### src/rtl/uart_rx_if.sv
// Receiver-to-consumer handshake bundle: received word, status flags and acknowledge.
// The receiver drives the word and status (master); the consumer returns rx_ack (slave).
interface uart_rx_if #(
  parameter int DATA_BITS = 8
);
  logic                 rx_ack;
  logic [DATA_BITS-1:0] d_out;
  logic                 rx_done_flag;
  logic                 rx_valid;
  logic                 frame_err;
  logic                 overrun;

  modport master (
    input  rx_ack,
    output d_out,
    output rx_done_flag,
    output rx_valid,
    output frame_err,
    output overrun
  );

  modport slave (
    output rx_ack,
    input  d_out,
    input  rx_done_flag,
    input  rx_valid,
    input  frame_err,
    input  overrun
  );
endinterface

### src/rtl/uart_rx.sv
// UART receiver: oversampled (s_tick) start/data/stop recovery, MSB first.
// The start bit is qualified at its centre, so every later sample also lands mid-bit.
// The FSM leaves STOP at mid-stop-bit so a back-to-back start edge is never missed.
module uart_rx #(
  parameter int OVERSAMPLE = 16,
  parameter int DATA_BITS  = 8
) (
  input  logic      clk,
  input  logic      reset,
  input  logic      s_tick,
  input  logic      rx,
  uart_rx_if.master bus
);

  localparam int SW = $clog2(OVERSAMPLE);
  localparam int NW = (DATA_BITS > 1) ? $clog2(DATA_BITS) : 1;
  localparam logic [SW-1:0] S_MID  = SW'(OVERSAMPLE / 2 - 1);
  localparam logic [SW-1:0] S_LAST = SW'(OVERSAMPLE - 1);
  localparam logic [NW-1:0] N_LAST = NW'(DATA_BITS - 1);

  typedef enum logic [1:0] {
    IDLE  = 2'd0,
    START = 2'd1,
    DATA  = 2'd2,
    STOP  = 2'd3
  } state_t;

  state_t               state_q, state_d;
  logic [SW-1:0]        s_cnt_q, s_cnt_d;
  logic [NW-1:0]        n_cnt_q, n_cnt_d;
  logic [DATA_BITS-1:0] shift_q, shift_d;
  logic                 sync1_q;
  logic                 rx_s_q;

  logic [DATA_BITS-1:0] d_out_q, d_out_d;
  logic                 rx_done_q, rx_done_d;
  logic                 rx_valid_q, rx_valid_d;
  logic                 frame_err_q, frame_err_d;
  logic                 overrun_q, overrun_d;
  logic                 done_s;

  // State, counters, synchronizer and registered outputs; synchronizer idles high.
  always_ff @(posedge clk or negedge reset) begin
    if (!reset) begin
      state_q     <= IDLE;
      s_cnt_q     <= '0;
      n_cnt_q     <= '0;
      shift_q     <= '0;
      sync1_q     <= 1'b1;
      rx_s_q      <= 1'b1;
      d_out_q     <= '0;
      rx_done_q   <= 1'b0;
      rx_valid_q  <= 1'b0;
      frame_err_q <= 1'b0;
      overrun_q   <= 1'b0;
    end else begin
      state_q     <= state_d;
      s_cnt_q     <= s_cnt_d;
      n_cnt_q     <= n_cnt_d;
      shift_q     <= shift_d;
      sync1_q     <= rx;
      rx_s_q      <= sync1_q;
      d_out_q     <= d_out_d;
      rx_done_q   <= rx_done_d;
      rx_valid_q  <= rx_valid_d;
      frame_err_q <= frame_err_d;
      overrun_q   <= overrun_d;
    end
  end

  // Next-state logic: frame sequencing and bit sampling, advanced only on s_tick.
  always_comb begin
    state_d = state_q;
    s_cnt_d = s_cnt_q;
    n_cnt_d = n_cnt_q;
    shift_d = shift_q;
    case (state_q)
      IDLE: begin
        if (!rx_s_q) begin
          state_d = START;
          s_cnt_d = '0;
        end else begin
          state_d = IDLE;
        end
      end
      START: begin
        if (s_tick) begin
          if (s_cnt_q == S_MID) begin
            if (!rx_s_q) begin
              state_d = DATA;
              s_cnt_d = '0;
              n_cnt_d = '0;
            end else begin
              // Line went back high before mid-start: treat as a glitch.
              state_d = IDLE;
            end
          end else begin
            s_cnt_d = s_cnt_q + SW'(1);
          end
        end else begin
          state_d = START;
        end
      end
      DATA: begin
        if (s_tick) begin
          if (s_cnt_q == S_LAST) begin
            shift_d = {shift_q[DATA_BITS-2:0], rx_s_q};
            s_cnt_d = '0;
            if (n_cnt_q == N_LAST) begin
              state_d = STOP;
            end else begin
              n_cnt_d = n_cnt_q + NW'(1);
            end
          end else begin
            s_cnt_d = s_cnt_q + SW'(1);
          end
        end else begin
          state_d = DATA;
        end
      end
      STOP: begin
        if (s_tick) begin
          if (s_cnt_q == S_LAST) begin
            state_d = IDLE;
            s_cnt_d = '0;
          end else begin
            s_cnt_d = s_cnt_q + SW'(1);
          end
        end else begin
          state_d = STOP;
        end
      end
      default: begin
        state_d = IDLE;
        s_cnt_d = '0;
        n_cnt_d = '0;
      end
    endcase
  end

  // Output logic: capture word/status at mid-stop-bit and run the valid/ack handshake.
  always_comb begin
    done_s      = (state_q == STOP) && s_tick && (s_cnt_q == S_LAST);
    rx_done_d   = done_s;
    d_out_d     = d_out_q;
    frame_err_d = frame_err_q;
    rx_valid_d  = rx_valid_q;
    overrun_d   = overrun_q;
    if (done_s) begin
      d_out_d     = shift_q;
      frame_err_d = ~rx_s_q;
      rx_valid_d  = 1'b1;
      // A coincident ack consumes the old word, so it is not an overrun.
      if (rx_valid_q && !bus.rx_ack) begin
        overrun_d = 1'b1;
      end else begin
        overrun_d = overrun_q;
      end
    end else if (bus.rx_ack) begin
      rx_valid_d = 1'b0;
      overrun_d  = 1'b0;
    end else begin
      rx_valid_d = rx_valid_q;
      overrun_d  = overrun_q;
    end
  end

  assign bus.d_out        = d_out_q;
  assign bus.rx_done_flag = rx_done_q;
  assign bus.rx_valid     = rx_valid_q;
  assign bus.frame_err    = frame_err_q;
  assign bus.overrun      = overrun_q;

endmodule
### src/flat_wrapper.sv
// flat-port wrapper written by rule: the top's interface ports become plain ports
module uart_rx_flat 
#(
  parameter int OVERSAMPLE = 16,
  parameter int DATA_BITS  = 8
)
  (clk, reset, s_tick, rx, bus_rx_ack, bus_d_out, bus_rx_done_flag, bus_rx_valid, bus_frame_err, bus_overrun);
  uart_rx_if #(.DATA_BITS(DATA_BITS)) bus_i ();
  input  logic clk;
  input  logic reset;
  input  logic s_tick;
  input  logic rx;
  input wire logic [$bits(bus_i.rx_ack)-1:0] bus_rx_ack;
  output wire logic [$bits(bus_i.d_out)-1:0] bus_d_out;
  output wire logic [$bits(bus_i.rx_done_flag)-1:0] bus_rx_done_flag;
  output wire logic [$bits(bus_i.rx_valid)-1:0] bus_rx_valid;
  output wire logic [$bits(bus_i.frame_err)-1:0] bus_frame_err;
  output wire logic [$bits(bus_i.overrun)-1:0] bus_overrun;
  assign bus_i.rx_ack = bus_rx_ack;
  assign bus_d_out = bus_i.d_out;
  assign bus_rx_done_flag = bus_i.rx_done_flag;
  assign bus_rx_valid = bus_i.rx_valid;
  assign bus_frame_err = bus_i.frame_err;
  assign bus_overrun = bus_i.overrun;
  uart_rx #(.OVERSAMPLE(OVERSAMPLE), .DATA_BITS(DATA_BITS)) u_core (.clk(clk), .reset(reset), .s_tick(s_tick), .rx(rx), .bus(bus_i));
endmodule
### config.mk
export PLATFORM = sky130hd
export DESIGN_NAME = uart_rx_flat
export DESIGN_NICKNAME = d
export VERILOG_FILES = /design/src/rtl/uart_rx_if.sv /design/src/rtl/uart_rx.sv /design/src/flat_wrapper.sv
export SDC_FILE = /design/constraint.sdc
export NUM_CORES = 1
export LEC_CHECK = 0
export ABC_AREA = 1
export BUFFER_PORTS_ARGS = -buffer_cell sky130_fd_sc_hd__buf_4
export CAP_MARGIN = 10
export CORE_MARGIN = 2
export CORE_UTILIZATION = 51
export CTS_BUF_LIST = sky130_fd_sc_hd__clkbuf_8 sky130_fd_sc_hd__clkbuf_16
export CTS_CLUSTER_DIAMETER = 150
export CTS_CLUSTER_SIZE = 12
export DETAILED_ROUTE_END_ITERATION = 16
export GPL_TIMING_DRIVEN = 0
export PLACE_DENSITY = 0.72
export SYNTH_ARGS = -nofsm -noshare
export SYNTH_HDL_FRONTEND = slang
export SYNTH_SLANG_ARGS = --single-unit
### constraint.sdc
create_clock -name clk -period 1.44 [get_ports clk]
set_clock_uncertainty 0.15 [all_clocks]
set_input_delay 0.144 -clock clk [delete_from_list [all_inputs] [get_ports clk]]
set_output_delay 0.144 -clock clk [all_outputs]
set_load 0.005 [all_outputs]
### Word-level counts from Yosys, hierarchy flattened

Index checks and enable logic that the tools add are counted.

| cells by class | value |
|---|---|
| add/subtract/negate cells | 2 |
| reductions and logical operators | 13 |
| equality and inequality tests | 18 |
| bitwise operators | 1 |
| multiplexer cells | 27 |

Operators by type and width:

| kind | number |
|---|---|
| 4-bit two-way mux | 5 |
| 3-bit two-way mux | 6 |
| 2-bit two-way mux | 8 |
| 3-bit by 2-bit inequality test with 1-bit output, second input constant | 4 |
| 4-bit case mux with 3 select lines | 1 |
| 2-bit inequality test, second input constant | 5 |
| 2-bit case mux with 4 select lines | 1 |
| 7-bit AND reduction | 1 |
| 2-bit by 1-bit inequality test with 1-bit output, second input constant | 3 |
| 3-bit case mux with 2 select lines | 1 |
| 1-bit two-way mux | 5 |
| 4-bit by 1-bit adder with 4-bit output, second input constant | 1 |
| 2-bit == test, second input constant | 2 |
| 4-bit by 3-bit == test with 1-bit output, second input constant | 1 |
| 4-bit == test, second input constant | 1 |
| 2-bit AND reduction | 2 |
| 4-bit AND reduction | 1 |
| 2-bit nonzero test | 2 |
| 3-bit by 1-bit adder with 3-bit output, second input constant | 1 |
| 3-bit == test, second input constant | 1 |
| 1-bit logical AND | 3 |
| 3-bit AND reduction | 1 |
| 2-bit by 1-bit == test with 1-bit output, second input constant | 1 |
| 2-bit zero test | 1 |
| 3 further kinds | 3 |

| word-level totals | value |
|---|---|
| input bits | 5 |
| output and inout port bits | 12 |
| logic and storage cells | 72 |
| register bits | 31 |

### Longest topological paths before layout

| logic depth | value |
|---|---|
| depth in word-level cells | 5 |
| depth in mapped cells | 8 |
| depth with buffers taken out | 8 |

### Least setup slack after synthesis

Ideal clock, no wire load.

| timing path | value |
|---|---|
| path kind | flip-flop to flip-flop |
| start | register u_core.n_cnt_q[0] |
| end | register u_core.n_cnt_q[0] |
| stages on the path, launching flop included | 7 |
| required time | 1173 ps |
| data arrival time | 1203 ps |
| period minus slack after synthesis | 1470 ps |
| library setup time | 117 ps |
| path slack | -30 ps |
| buffers on the path | 0 |
| cells stage by stage | dfrtp_1 ha_1 ha_1 o21bai_1 nand2_1 nand2_1 nand2_1 |

| on the way | value |
|---|---|
| word-level cells in the longest chain between the ends | 5 |
| elaborated cells on any way between the ends | 8 |
| those cells by class | add/sub: 1; eq/ne: 2; mux: 4; reduce/logical: 1 |

RTL lines:

| element | RTL line | text |
|---|---|---|
| start: declaration | uart_rx.sv:30 | `logic [NW-1:0] n_cnt_q, n_cnt_d;` |
| start signal: assignment | uart_rx.sv:59 | `n_cnt_q <= n_cnt_d;` |
| 3-bit by 1-bit adder with 3-bit output | uart_rx.sv:112 | `n_cnt_d = n_cnt_q + NW'(1);` |
| 3-bit two-way mux | uart_rx.sv:109 | `if (n_cnt_q == N_LAST) begin` |
| 3-bit two-way mux | uart_rx.sv:106 | `if (s_cnt_q == S_LAST) begin` |
| 3-bit two-way mux | uart_rx.sv:105 | `if (s_tick) begin` |
| 3-bit case mux with 2 select lines | uart_rx.sv:77 | `case (state_q)` |

Several ways; a longest one is shown, not always the timed one. The select of a mux whose other input is x is not followed.
A chain may end at the register's enable or synchronous reset.

### Worst setup path in the final report

| timing path | value |
|---|---|
| start | register u_core.s_cnt_q[0] |
| end | register u_core.shift_q[1] |

| on the way | value |
|---|---|
| word-level cells in the longest chain between the ends | 2 |

RTL lines:

| element | RTL line | text |
|---|---|---|
| start: declaration | uart_rx.sv:29 | `logic [SW-1:0] s_cnt_q, s_cnt_d;` |
| start signal: assignment | uart_rx.sv:58 | `s_cnt_q <= s_cnt_d;` |
| 4-bit == test | uart_rx.sv:106 |  |
| 3-bit AND reduction (no source line) | - |  |
| end signal: assignment | uart_rx.sv:60 | `shift_q <= shift_d;` |
| end: declaration | uart_rx.sv:31 | `logic [DATA_BITS-1:0] shift_q, shift_d;` |

Every way passes these cells.

==> out/results.tsv <==
metric	value	unit
netlist_area	1490	um^2
critPathCaptureType	register	
fillers	184	
r2r_end	u_core.shift_q[1]$_DFFE_PN0P_	
synth-warning-count	0	
crit_path_start_kind	register	
hpwl	2.13	mm
post-route-drc-count	0	
leakage	1.05	nW
min_period	1490	ps
path_buf_inv	1	
power_frac_comb	35.2	%
rows	19	
ios	17	
grt_overflow	0	
coreArea	2760	um^2
cp_top_family	flip-flops	
syn_inst	176	
required	1460	ps
slew_headroom	74.1	%
grt_max_degree	32	
violations	setup timing	
wl_per_cell	14.6	um
clock_path_buffers	2	
power_density	1320	nW/um^2
drv_cap	0	
hold_viol_final	0	
cp_data_arrival_time	1510	ps
status	complete, but fails checks	
cts_sinks	31	
ant_nets	0	
area_delta_synth_final	39.3	%
dieArea	3360	um^2
io_buffers	16	
p_int	0.00170	W
r2r-start	u_core.s_cnt_q[0]$_DFFE_PN0P_	
slowest_stage	dfrtp_1	
dieWidth	58.0	um
die_h	58.0	um
setup_viol	15	
crit_chain	ha_4, nand3_4, nor2_4, buf_4, o21ai_0	
gp_congestion	0.916	
yosysTopAreaCellShare	48.9	%
cts-root-buf	clkbuf_8	
worst_pin_slew	388	ps
p_clk_share	24.3	%
hold_path.class	primary input to register	
hp-start	s_tick	
p_seq_share	40.5	%
first_pass_iters	4	
avgSynthCellArea	8.44	um^2
place_inst	223	
peakVddDrop	1.31	mV
antenna_found_initial	0	
timing.final.crit_share	104	%
fin_nets	222	
cts_buffers	5	
synth.distinct_cells	23	
num_vias	1299	
clk_pin_slew	70	ps
final_cells	246	
diodes	0	
grt_pass1_vias	1274	
yosys.area.top_type	dfrtp_1	
h-tree-depth	2	
synth-seq-area-share	52.4	%
drt_iter0_drc	79	
r2r_slack	-50	ps
rr_worst_depth	5	
start_util	53.9	%
rsz0062_at_grt	true	
grtUsageTotal	23.1	%
path_class	register to register	
hold_path_end	u_core.s_cnt_q[1]$_DFFE_PN0P_	
wl	3.59	mm
cpPeakStageDelay	400	ps
cts_tree	done	
grt_pass1_wl	5.68	mm
mappedNetlistNets	184	
worst_slack	-51.6	ps
drv_slew	0	
p_switching	0.00103	W
max_freq	670	MHz
synth-seq-cells	31	
p_sw_share	37.7	%
crit_fanout	6	
hold_depth	4	
insertion_delay	290	ps
yosys-top-cells-area	dfrtp_1, nand2_1, inv_1, nor2_1, nand3_1	
drive_gt1_share	41.9	%
holdWs	94.0	ps
via_per_inst	5.28	
==> flip-flops by register name (all words and copies together), names as in the netlist <==
register	cells
u_core.n_cnt_q	3
u_core.bus.d_out	8
u_core.bus.rx_done_flag	1
u_core.s_cnt_q	4
u_core.shift_q	8
u_core.bus.rx_valid	1
u_core.state_q	2
u_core.bus.overrun	1
u_core.sync1_q	1
u_core.bus.frame_err	1
u_core.rx_s_q	1
==> per-stage QoR <==
step           setup slack (ps)  setup TNS, ps  instance area, um^2  utilization [%]  power (W)
5_1_grt                    -106          -1790                 2070             75.0    0.00292
2_1_floorplan              1.80              0                 1490                -    0.00164
4_1_cts                   -2.79          -5.21                 1890             68.5    0.00262
3_3_place_gp               -144          -2360                 1650             59.8    0.00176
3_5_place_dp               -205          -3210                 1650             59.8    0.00180
6_report                  -51.6           -333                 2070             75.0    0.00273
==> power by group through the flow <==
stage               clock (W)  combinational, W  sequential (W)
floorplan                   0          0.000575         0.00106
global placement            0          0.000683         0.00108
detailed placement          0          0.000712         0.00109
CTS                  0.000666          0.000862         0.00109
global route         0.000710           0.00109         0.00112
finish               0.000663          0.000959         0.00111
==> cells in the final DEF, fill, tap and decap left out, types with 2 or more instances in the layout <==
master	instances
dfrtp_2	2
buf_8	2
o21ai_0	8
nand2_4	7
o21ai_1	3
clkbuf_8	5
buf_6	2
nand2_1	41
dfrtp_1	27
nor2_4	5
inv_2	3
buf_4	27
nand3_1	11
nand3b_1	2
a21oi_1	2
inv_1	17
o21ai_2	10
nand2_2	9
dfstp_2	2
dlygate4sd3_1	3
nor2_1	8
nor2_2	6
==> cells in the mapped netlist (all sizes together) <==
cell,n
dfrtp,29
a21o,1
a21oi,2
ha,3
o21ai,22
nand2,57
dfstp,2
nor2,19
o21bai,1
o2bb2ai,1
nand3,13
xor2,1
inv,19
buf,4
nand3b,2
==> final cells by class <==
class / count / area (um^2) / share of cell area, %
Buffer: 4 / 48.8 / 2.36
Clock buffer: 5 / 68.8 / 3.33
Clock inverter: 3 / 16.3 / 0.786
Inverter: 19 / 71.3 / 3.45
Multi-Input combinational cell: 122 / 782 / 37.8
Sequential cell: 31 / 781 / 37.7
Tap cell: 31 / 38.8 / 1.88
Timing Repair Buffer: 31 / 262 / 12.6
==> worst max path at each step <==
stage	from	endpoint	slack, ps	depth (start not counted)
6_report	u_core.s_cnt_q[0]$_DFFE_PN0P_	u_core.shift_q[1]$_DFFE_PN0P_	-50	5
5_1_grt	u_core.s_cnt_q[1]$_DFFE_PN0P_	u_core.shift_q[1]$_DFFE_PN0P_	-110	5
4_1_cts	u_core.s_cnt_q[1]$_DFFE_PN0P_	u_core.bus.d_out[7]$_DFFE_PN0P_	-3	7
3_5_place_dp	u_core.s_cnt_q[1]$_DFFE_PN0P_	u_core.bus.d_out[2]$_DFFE_PN0P_	-200	7
3_3_place_gp	u_core.s_cnt_q[1]$_DFFE_PN0P_	u_core.bus.d_out[0]$_DFFE_PN0P_	-140	7
2_1_floorplan	u_core.s_cnt_q[1]$_DFFE_PN0P_	u_core.bus.d_out[0]$_DFFE_PN0P_	2	7
==> worst register-to-register path, stage by stage (launching register included) <==
cell and delay (ps):
dfrtp_1 400, ha_4 200, nand3_4 140, nor2_4 230, buf_4 180, o21ai_0 80
==> layer usage <==
| layer | vias up | global-route usage [%] | part of all wire (%) |
|---|---|---|---|
| li1 | 630 | - | - |
| met1 | 629 | 27.0 | 40 |
| met2 | 35 | 39.6 | 54 |
| met3 | 5 | 4.24 | 4.5 |
| met4 | 0 | 13.3 | 1.3 |
| met5 | - | 0 | 0 |
==> cell families after synthesis <==
kind of cell / share of synthesized area, %
flops: 52.4
buf+inv: 7.08
xor+xnor: 0.590
simple gates: 26.8
fa+ha+maj: 2.53
compound gates: 10.6
==> what timing repair did <==
item / in CTS / in global routing
setup buffers: 8 / 2
pin swaps: 5 / 7
hold endpoints to repair: 34 / 0
hold buffers: 3 / 0
endpoints found under the setup margin: 27 / 27
cloned: 0 / 2
gates resized for setup: 15 / 42
No activity file was read; power rests on OpenSTA's default activity.
